==> config.mk <==
export PLATFORM = sky130hd
export DESIGN_NAME = count_ctrl
export DESIGN_NICKNAME = d
export VERILOG_FILES = /design/src/rtl/count_ctrl_pkg.sv /design/src/rtl/cnt_core.sv /design/src/rtl/count_ctrl.sv
export SDC_FILE = /design/constraint.sdc
export NUM_CORES = 1
export LEC_CHECK = 0
export BUFFER_PORTS_ARGS = -buffer_cell sky130_fd_sc_hd__buf_2
export CAP_MARGIN = 5
export CORE_AREA = 3 3 40 42
export CTS_CLUSTER_SIZE = 25
export DETAILED_ROUTE_END_ITERATION = 10
export DIE_AREA = 0 0 43 45
export HOLD_SLACK_MARGIN = 0.08
export PLACE_DENSITY = 0.68
export SLEW_MARGIN = 10
export SYNTH_ARGS = -nofsm -noshare
export SYNTH_HDL_FRONTEND = slang
export SYNTH_HIERARCHICAL = 1
export SYNTH_SLANG_ARGS = --single-unit
==> constraint.sdc <==
create_clock -name clk -period 1.5 [get_ports clk]
set_input_delay 0.15 -clock clk [delete_from_list [all_inputs] [get_ports clk]]
set_output_delay 0.15 -clock clk [all_outputs]
set_load 0.02 [all_outputs]
==> src/rtl/count_ctrl_pkg.sv <==
// Shared types and defaults for the count_ctrl block.
// FSM state encoding and the default counter/limit width.
package count_ctrl_pkg;

  typedef enum logic [1:0] {
    IDLE = 2'b00,
    RUN  = 2'b01,
    DONE = 2'b10
  } state_t;

  localparam int DEFAULT_WIDTH = 4;

endpackage

==> src/rtl/cnt_core.sv <==
// WIDTH-bit count register with synchronous clear and increment.
// clr has priority over inc; rstn clears the register asynchronously.
module cnt_core #(
  parameter int WIDTH = 4
) (
  input  logic             clk,
  input  logic             rstn,
  input  logic             clr,
  input  logic             inc,
  output logic [WIDTH-1:0] count
);

  logic [WIDTH-1:0] count_reg;
  logic [WIDTH-1:0] count_next;

  // Next count: clear wins, otherwise step by one when asked, else hold.
  always_comb begin
    count_next = count_reg;
    if (clr) begin
      count_next = '0;
    end else if (inc) begin
      count_next = count_reg + {{(WIDTH-1){1'b0}}, 1'b1};
    end
  end

  // Count register with asynchronous active-low reset.
  always_ff @(posedge clk or negedge rstn) begin
    if (!rstn) begin
      count_reg <= '0;
    end else begin
      count_reg <= count_next;
    end
  end

  assign count = count_reg;

endmodule

==> src/rtl/count_ctrl.sv <==
// count_ctrl: start/run/done counter controller.
// A start in IDLE captures limit and counts from 0 up to it while en is
// high, then parks in DONE until ack; abort cancels a run at any time.
// Optional feature macro COUNT_CTRL_RELOAD_EN adds input reload: at the
// terminal count with reload high the run restarts from 0 and done pulses
// for one cycle instead of waiting for ack.
module count_ctrl
  import count_ctrl_pkg::*;
#(
  parameter int WIDTH = DEFAULT_WIDTH
) (
  input  logic             clk,
  input  logic             rstn,
  input  logic             start,
  input  logic [WIDTH-1:0] limit,
  input  logic             en,
  input  logic             abort,
  input  logic             ack,
`ifdef COUNT_CTRL_RELOAD_EN
  input  logic             reload,
`endif
  output logic             busy,
  output logic             done,
  output logic [WIDTH-1:0] count
);

  state_t           state_reg;
  state_t           state_next;
  logic [WIDTH-1:0] limit_reg;
  logic [WIDTH-1:0] limit_next;
  logic             cnt_clr;
  logic             cnt_inc;
  logic             at_limit;

  assign at_limit = (count == limit_reg);

  cnt_core #(
    .WIDTH (WIDTH)
  ) u_cnt_core (
    .clk   (clk),
    .rstn  (rstn),
    .clr   (cnt_clr),
    .inc   (cnt_inc),
    .count (count)
  );

`ifdef COUNT_CTRL_RELOAD_EN
  logic pulse_reg;
  logic pulse_next;
`endif

  // Next-state, limit capture and counter control; abort outranks everything.
  always_comb begin
    state_next = state_reg;
    limit_next = limit_reg;
    cnt_clr    = 1'b0;
    cnt_inc    = 1'b0;
`ifdef COUNT_CTRL_RELOAD_EN
    pulse_next = 1'b0;
`endif
    case (state_reg)
      IDLE: begin
        // abort in IDLE does nothing except suppress a coincident start
        if (start && !abort) begin
          limit_next = limit;
          cnt_clr    = 1'b1;
          state_next = RUN;
        end
      end
      RUN: begin
        if (abort) begin
          cnt_clr    = 1'b1;
          state_next = IDLE;
        end else if (at_limit) begin
`ifdef COUNT_CTRL_RELOAD_EN
          if (reload) begin
            cnt_clr    = 1'b1;
            pulse_next = 1'b1;
          end else begin
            state_next = DONE;
          end
`else
          state_next = DONE;
`endif
        end else if (en) begin
          cnt_inc = 1'b1;
        end
      end
      DONE: begin
        if (abort || ack) begin
          cnt_clr    = 1'b1;
          state_next = IDLE;
        end
      end
      default: begin
        cnt_clr    = 1'b1;
        state_next = IDLE;
      end
    endcase
  end

  // State and captured limit registers.
  always_ff @(posedge clk or negedge rstn) begin
    if (!rstn) begin
      state_reg <= IDLE;
      limit_reg <= '0;
    end else begin
      state_reg <= state_next;
      limit_reg <= limit_next;
    end
  end

`ifdef COUNT_CTRL_RELOAD_EN
  // One-cycle done pulse following each reload wrap.
  always_ff @(posedge clk or negedge rstn) begin
    if (!rstn) begin
      pulse_reg <= 1'b0;
    end else begin
      pulse_reg <= pulse_next;
    end
  end

  assign done = (state_reg == DONE) || pulse_reg;
`else
  assign done = (state_reg == DONE);
`endif

  assign busy = (state_reg != IDLE);

endmodule

==> flow_metrics.env, run 1 <==
export IMPL_grt_ovfl_total=0
export IMPL_drv_slew=0
export IMPL_place_area_um2=668
export IMPL_crit_required_ns=1.65
export IMPL_clock_path_buffers=2
export IMPL_initialDrtViolationCount=2
export IMPL_yosysTopAreaCellShare=0.456
export IMPL_grt_first_pass_wirelength_um=1860
export IMPL_max_freq_ghz=0.696
export IMPL_drt_total_wl_um=1070
export IMPL_final_core_util=0.590
export IMPL_crit_path_end_kind="flop"
export IMPL_place_hpwl_um=794
export IMPL_fin_crit_sh=0.958
export IMPL_vias=420
export IMPL_synth_seq_area_share=0.456
export IMPL_peakVddDrop_mv=0.636
export IMPL_total_power_mw=0.836
export IMPL_crit_fanout=4
export IMPL_power_leakage_nw=0.371
export IMPL_ys_ff_latch=10
export IMPL_cts_tree="built"
export IMPL_design_area_um2=758
export IMPL_grt_use_total=0.135
export IMPL_drc_errors=0
export IMPL_die_w_um=43
export IMPL_root_buffer="clkbuf_4"
export IMPL_fin_nets=82
export IMPL_hold_depth=2
export IMPL_core_area_um2=1280
export IMPL_syn_area_um2=549
export IMPL_yosysTopAreaCell="dfrtp_1"
export IMPL_power_density_nw_per_um2=1100
export IMPL_ios=16
export IMPL_synth_cell_types=21
export IMPL_relSlewSlack=0.845
export IMPL_clk_pin_slew_ns=0.07
export IMPL_holdCritPathClass="in2reg"
export IMPL_seqCellArea_um2=256
export IMPL_detailedRoute_firstPassIterationCount=2
export IMPL_rr_startpoint="state_reg[1]"
export IMPL_rrSetupSlack_ns=0.06
export IMPL_skew_ns=0.00378
export IMPL_die_area_um2=1940
export IMPL_layout_drive_gt1_share=0.657
export IMPL_start_util=0.427
export IMPL_hold_start="limit[2]"
export IMPL_r2r_end="u_cnt_core/count[3]"
export IMPL_synth_area_leaders="dfrtp_1 (46%), mux2_4 (14%), xnor2_1 (8.0%), nor2_8 (3.6%), a21oi_1 (2.7%)"
export IMPL_min_to="limit_reg[2]"
export IMPL_routabilityCongestion=0.716
export IMPL_crit_arrival_ns=1.59
export IMPL_port_buffers=15
export IMPL_multi_input_comb_area_um2=320
export IMPL_die_h_um=45
export IMPL_diodes=0
export IMPL_cts_buffers_inserted=3
export IMPL_antenna_left=0
export IMPL_synth_cells=45
export IMPL_hold_slack_ns=0.109
export IMPL_cts_sink_count=10
export IMPL_setup_violations=0
export IMPL_final_common_cell="buf_2"
export IMPL_fin_crit_ns=1.44
export IMPL_cts_htree_levels=1
export IMPL_status="finished, final reports clean"
export IMPL_timing_final_hold_violations=0
export IMPL_yosysWarnings=6
export IMPL_first_global_vias=431
export IMPL_avgSynthCellArea_um2=12.2
export IMPL_tightest_slew_ns=0.233
export IMPL_syn_to_final_growth_pct=38.0
export IMPL_path_class="reg2reg"
export IMPL_critPathLaunchType="flop"
export IMPL_clk_latency_ns=0.26
export IMPL_grt_max_degree=11
export IMPL_wire_per_inst_um=12.6
export IMPL_rows=13
export IMPL_syn_nets=56
export IMPL_rr_worst_depth=5
export IMPL_n_fill_cell=117
export IMPL_antenna_found_initial=0
export IMPL_max_cap_violations=0
export IMPL_vias_per_cell=4.94
[through the flow]
step	setup WS [ns]	instances	setup TNS [ns]
2_1_floorplan	0.0229	45	0
3_3_place_gp	0.0648	77	0
3_5_place_dp	0.0461	77	0
4_1_cts	0.0381	82	0
5_1_grt	-0.00215	85	-0.00215
6_report	0.0636	85	0
[how the worst max path moves through the flow]
stage	depth (start not counted)	slack, ns	to	from
detailed placement	5	0.05	u_cnt_core/count[3]	state_reg[1]
floorplan	5	0.02	u_cnt_core/count[3]	u_cnt_core/count[0]
global placement	5	0.06	u_cnt_core/count[3]	state_reg[1]
global route	5	-0.002	u_cnt_core/count[3]	state_reg[1]
CTS	5	0.04	u_cnt_core/count[3]	state_reg[1]
finish	5	0.06	u_cnt_core/count[3]	state_reg[1]
[synth_stat cells (all sizes together)]
master	instances
o22ai	1
a21oi	3
ha	1
nor2	6
a21o	1
nand4	2
mux2i	1
and3	1
nor2b	2
or2	1
dfrtp	10
or3b	1
inv	1
nand2b	2
xnor2	5
nand3b	1
a21bo	1
mux2	5
[layer usage]
| layer | GRT usage | share of wire | up-vias | routed length (um) |
|---|---|---|---|---|
| li1 | - | - | 208 | - |
| met1 | 0.162 | 0.41 | 197 | 440 |
| met2 | 0.216 | 0.51 | 13 | 547 |
| met3 | 0.0319 | 0.071 | 2 | 76 |
| met4 | 0.0904 | 0.0037 | 0 | 4 |
| met5 | 0 | 0 | - | 0 |
[power by group]
part	internal, mW	switching (mW)	leakage (nW)
logic	0.137	0.105	0.229
clock network	0.147	0.0951	0.0210
registers	0.313	0.0388	0.121
[worst max-delay path, stage by stage, from the launching register on]
cell and delay [ns]:
dfrtp_1 0.41, nand2b_4 0.17, nor2_2 0.12, and3_4 0.20, nand4_1 0.12, mux2_4 0.31
[cell families (layout without fill, tap and decap cells)]
group,after synthesis,in the layout,share of synthesized area
compound gates,6,6,0.0706
xor+xnor,5,5,0.0797
fa+ha+maj,1,1,0.0228
buf+inv,1,26,0.00683
flops,10,10,0.456
mux,6,6,0.155
simple gates,16,16,0.210
[repair_timing]
action | in CTS | in global routing
hold buffers | 1 | 0
endpoints found under the setup margin | 0 | 1
gates resized for setup | 0 | 6
hold endpoints to repair | 10 | 0
setup buffers | 0 | 3
[layout make-up]
class / instances / area share
multi-input combinational: 34 / 0.422
clock buffer: 4 / 0.0479
inverter: 1 / 0.00495
timing repair buffer: 21 / 0.162
sequential: 10 / 0.338
tap: 15 / 0.0248
Power figures use the tool's default switching activity.
==> run 2, diff against run 1 <==
Settings changed: CTS_CLUSTER_DIAMETER set to 120, SYNTH_HIERARCHICAL 1 to not set.
==> run 2 against run 1 <==
  * Critical path type unchanged
  * Largest power group unchanged
  * Register-to-register slack is essentially flat
  * Synthesized cell count fell by 2.2%
  * Area after synthesis shrank 1.4%
  * Core utilization is 0.097 points higher
  * Die area stayed put
  * Sequential power about the same
  * Highest routed layer is now met3
==> flow_metrics.env, run 2 <==
export IMPL_path_class="reg2reg"
export IMPL_crit_path_end_kind="flop"
export IMPL_start_util=0.422
export IMPL_critPathLaunchType="flop"
export IMPL_critical_path_cell_chain="xor2_2 > o41ai_4 > buf_4 > nand3_2 > o21ai_2"
export IMPL_r2r_end="u_cnt_core.count[0]"
export IMPL_die_h_um=45
export IMPL_diodes=0
export IMPL_max_cap_violations=0
export IMPL_crit_arrival_ns=1.63
export IMPL_final_common_cell="buf_2"
export IMPL_synth_area_leaders="dfrtp_1 (46%), mux2_2 (8.3%), xor2_2 (6.0%), o41ai_4 (5.1%), nor2b_1 (3.5%)"
export IMPL_crit_path_start="u_cnt_core.count[1]"
export IMPL_clock_path_buffers=2
export IMPL_peakVddDrop_mv=0.733
export IMPL_grt_ovfl_total=0
export IMPL_clk_latency_ns=0.26
export IMPL_synth_cell_types=24
export IMPL_die_area_um2=1940
export IMPL_fin_crit_sh=0.964
export IMPL_core_area_um2=1280
export IMPL_synthMostInstantiatedCell="dfrtp_1"
export IMPL_design_area_um2=759
export IMPL_detailedRoute_firstPassIterationCount=3
export IMPL_ios=16
export IMPL_crit_end="u_cnt_core.count[0]"
export IMPL_port_buffers=15
export IMPL_holdCritPathClass="in2reg"
export IMPL_wire_per_inst_um=12.4
export IMPL_avgSynthCellArea_um2=12.3
export IMPL_power_leakage_nw=0.352
export IMPL_vias_per_cell=5.02
export IMPL_max_freq_ghz=0.691
export IMPL_critical_path_slowest_cell="dfrtp_2"
export IMPL_rrSetupSlack_ns=0.05
export IMPL_synth_edf_count=0
export IMPL_crit_required_ns=1.68
export IMPL_synth_cells=44
export IMPL_drc_errors=0
export IMPL_clk_pin_slew_ns=0.07
export IMPL_grt_max_degree=11
export IMPL_ys_ff_latch=10
export IMPL_synthTopCellsByCount="dfrtp_1 (10), mux2_2 (4), nand3_1 (3), nor2b_1 (3)"
export IMPL_critPathTopFamily="compound AO/OA/AOI/OAI gates"
export IMPL_syn_to_final_growth_pct=40.2
export IMPL_hold_slack_ns=0.112
export IMPL_layout_drive_gt1_share=0.600
export IMPL_place_hpwl_um=804
export IMPL_antenna_left=0
export IMPL_grt_first_pass_wirelength_um=1740
export IMPL_rr_startpoint="u_cnt_core.count[1]"
export IMPL_antenna_found_initial=0
export IMPL_place_area_um2=677
export IMPL_async_flop_share=1.00
export IMPL_grt_use_total=0.123
export IMPL_fin_crit_ns=1.45
export IMPL_yosysWarnings=0
export IMPL_rows=13
export IMPL_worst_path_largest_cell_delay_ns=0.43
export IMPL_timing_final_hold_violations=0
export IMPL_cts_buffers_inserted=3
export IMPL_cts_tree="built"
export IMPL_critPathBufInv=1
export IMPL_setup_violations=0
export IMPL_syn_area_um2=542
export IMPL_fin_nets=82
export IMPL_cp_depth=5
export IMPL_relSlewSlack=0.779
export IMPL_rr_worst_depth=5
export IMPL_status="finished, final reports clean"
export IMPL_initialDrtViolationCount=5
export IMPL_root_buffer="clkbuf_4"
export IMPL_crit_fanout=4
export IMPL_cts_sink_count=10
export IMPL_routabilityCongestion=0.770
export IMPL_drv_slew=0
export IMPL_drt_total_wl_um=1050
export IMPL_syn_nets=55
export IMPL_vias=427
export IMPL_power_density_nw_per_um2=1120
export IMPL_skew_ns=0.00553
export IMPL_cts_htree_levels=1
export IMPL_ys_flop_type="dfrtp_1"
export IMPL_yosysTopAreaCellShare=0.462
export IMPL_rsz0062_at_grt="true"
export IMPL_die_w_um=43
export IMPL_synth_seq_area_share=0.462
export IMPL_first_global_vias=408
export IMPL_yosysTopAreaCell="dfrtp_1"
export IMPL_tightest_slew_ns=0.328
export IMPL_layout_common_cells="buf_2 (15), dfrtp_1 (9), buf_4 (6)"
-- run 2: through the flow --
stage | setup slack, ns | util | total power [mW] | cells | TNS, ns
after global routing | -0.0435 | 0.591 | 0.915 | 85 | -0.130
after global placement | 0.0379 | 0.527 | 0.592 | 79 | 0
after CTS | 0.0232 | 0.569 | 0.848 | 85 | 0
final | 0.0536 | 0.591 | 0.854 | 85 | 0
after detailed placement | 0.0180 | 0.527 | 0.599 | 79 | 0
after floorplan | -0.00806 | - | 0.518 | 44 | -0.00806
-- run 2: per-layer routing --
metal | GRT usage | share of wire | up-vias
met4 | 0.0723 | 0 | 0
li1 | - | - | 213
met2 | 0.198 | 0.49 | 11
met3 | 0.0239 | 0.064 | 0
met1 | 0.154 | 0.45 | 203
met5 | 0 | 0 | -
-- run 2: how the worst min path moves through the flow --
stage	start	endpoint	slack [ns]	depth (start not counted)
after floorplan	rstn	limit_reg[0]	-0.15	0
after global placement	rstn	u_cnt_core.count[0]	0.02	1
after detailed placement	rstn	u_cnt_core.count[3]	0.02	1
after CTS	abort	state_reg[1]	0.09	2
after global routing	abort	state_reg[1]	0.1	2
final	abort	state_reg[1]	0.11	2
-- run 2: cell type report --
type | count | area (um^2)
Multi-Input combinational cell | 32 | 315
Fill cell | 117 | 526
Inverter | 2 | 7.51
Clock buffer | 4 | 36.3
Sequential cell | 10 | 251
Timing Repair Buffer | 22 | 130
Tap cell | 15 | 18.8
-- run 2: kinds of logic after synthesis --
group,count (synthesis),synth area share
DFF,10,0.462
adders and majority gates,1,0.0231
xor gates and xnor gates,4,0.0924
muxes,4,0.0831
buffers and inverters,2,0.0139
and+or+nand+nor,13,0.166
AOI/OAI and AO/OA,10,0.159
-- run 2: timing repair --
item	CTS	global route
gates resized for setup	0	6
hold buffers	1	0
setup buffers	1	0
endpoints found under the hold margin	10	0
pin swaps	1	4
setup endpoints to repair	1	8
-- run 2: power by group --
part	internal, mW	switching (mW)
clock network	0.147	0.0912
logic	0.125	0.135
registers	0.314	0.0413
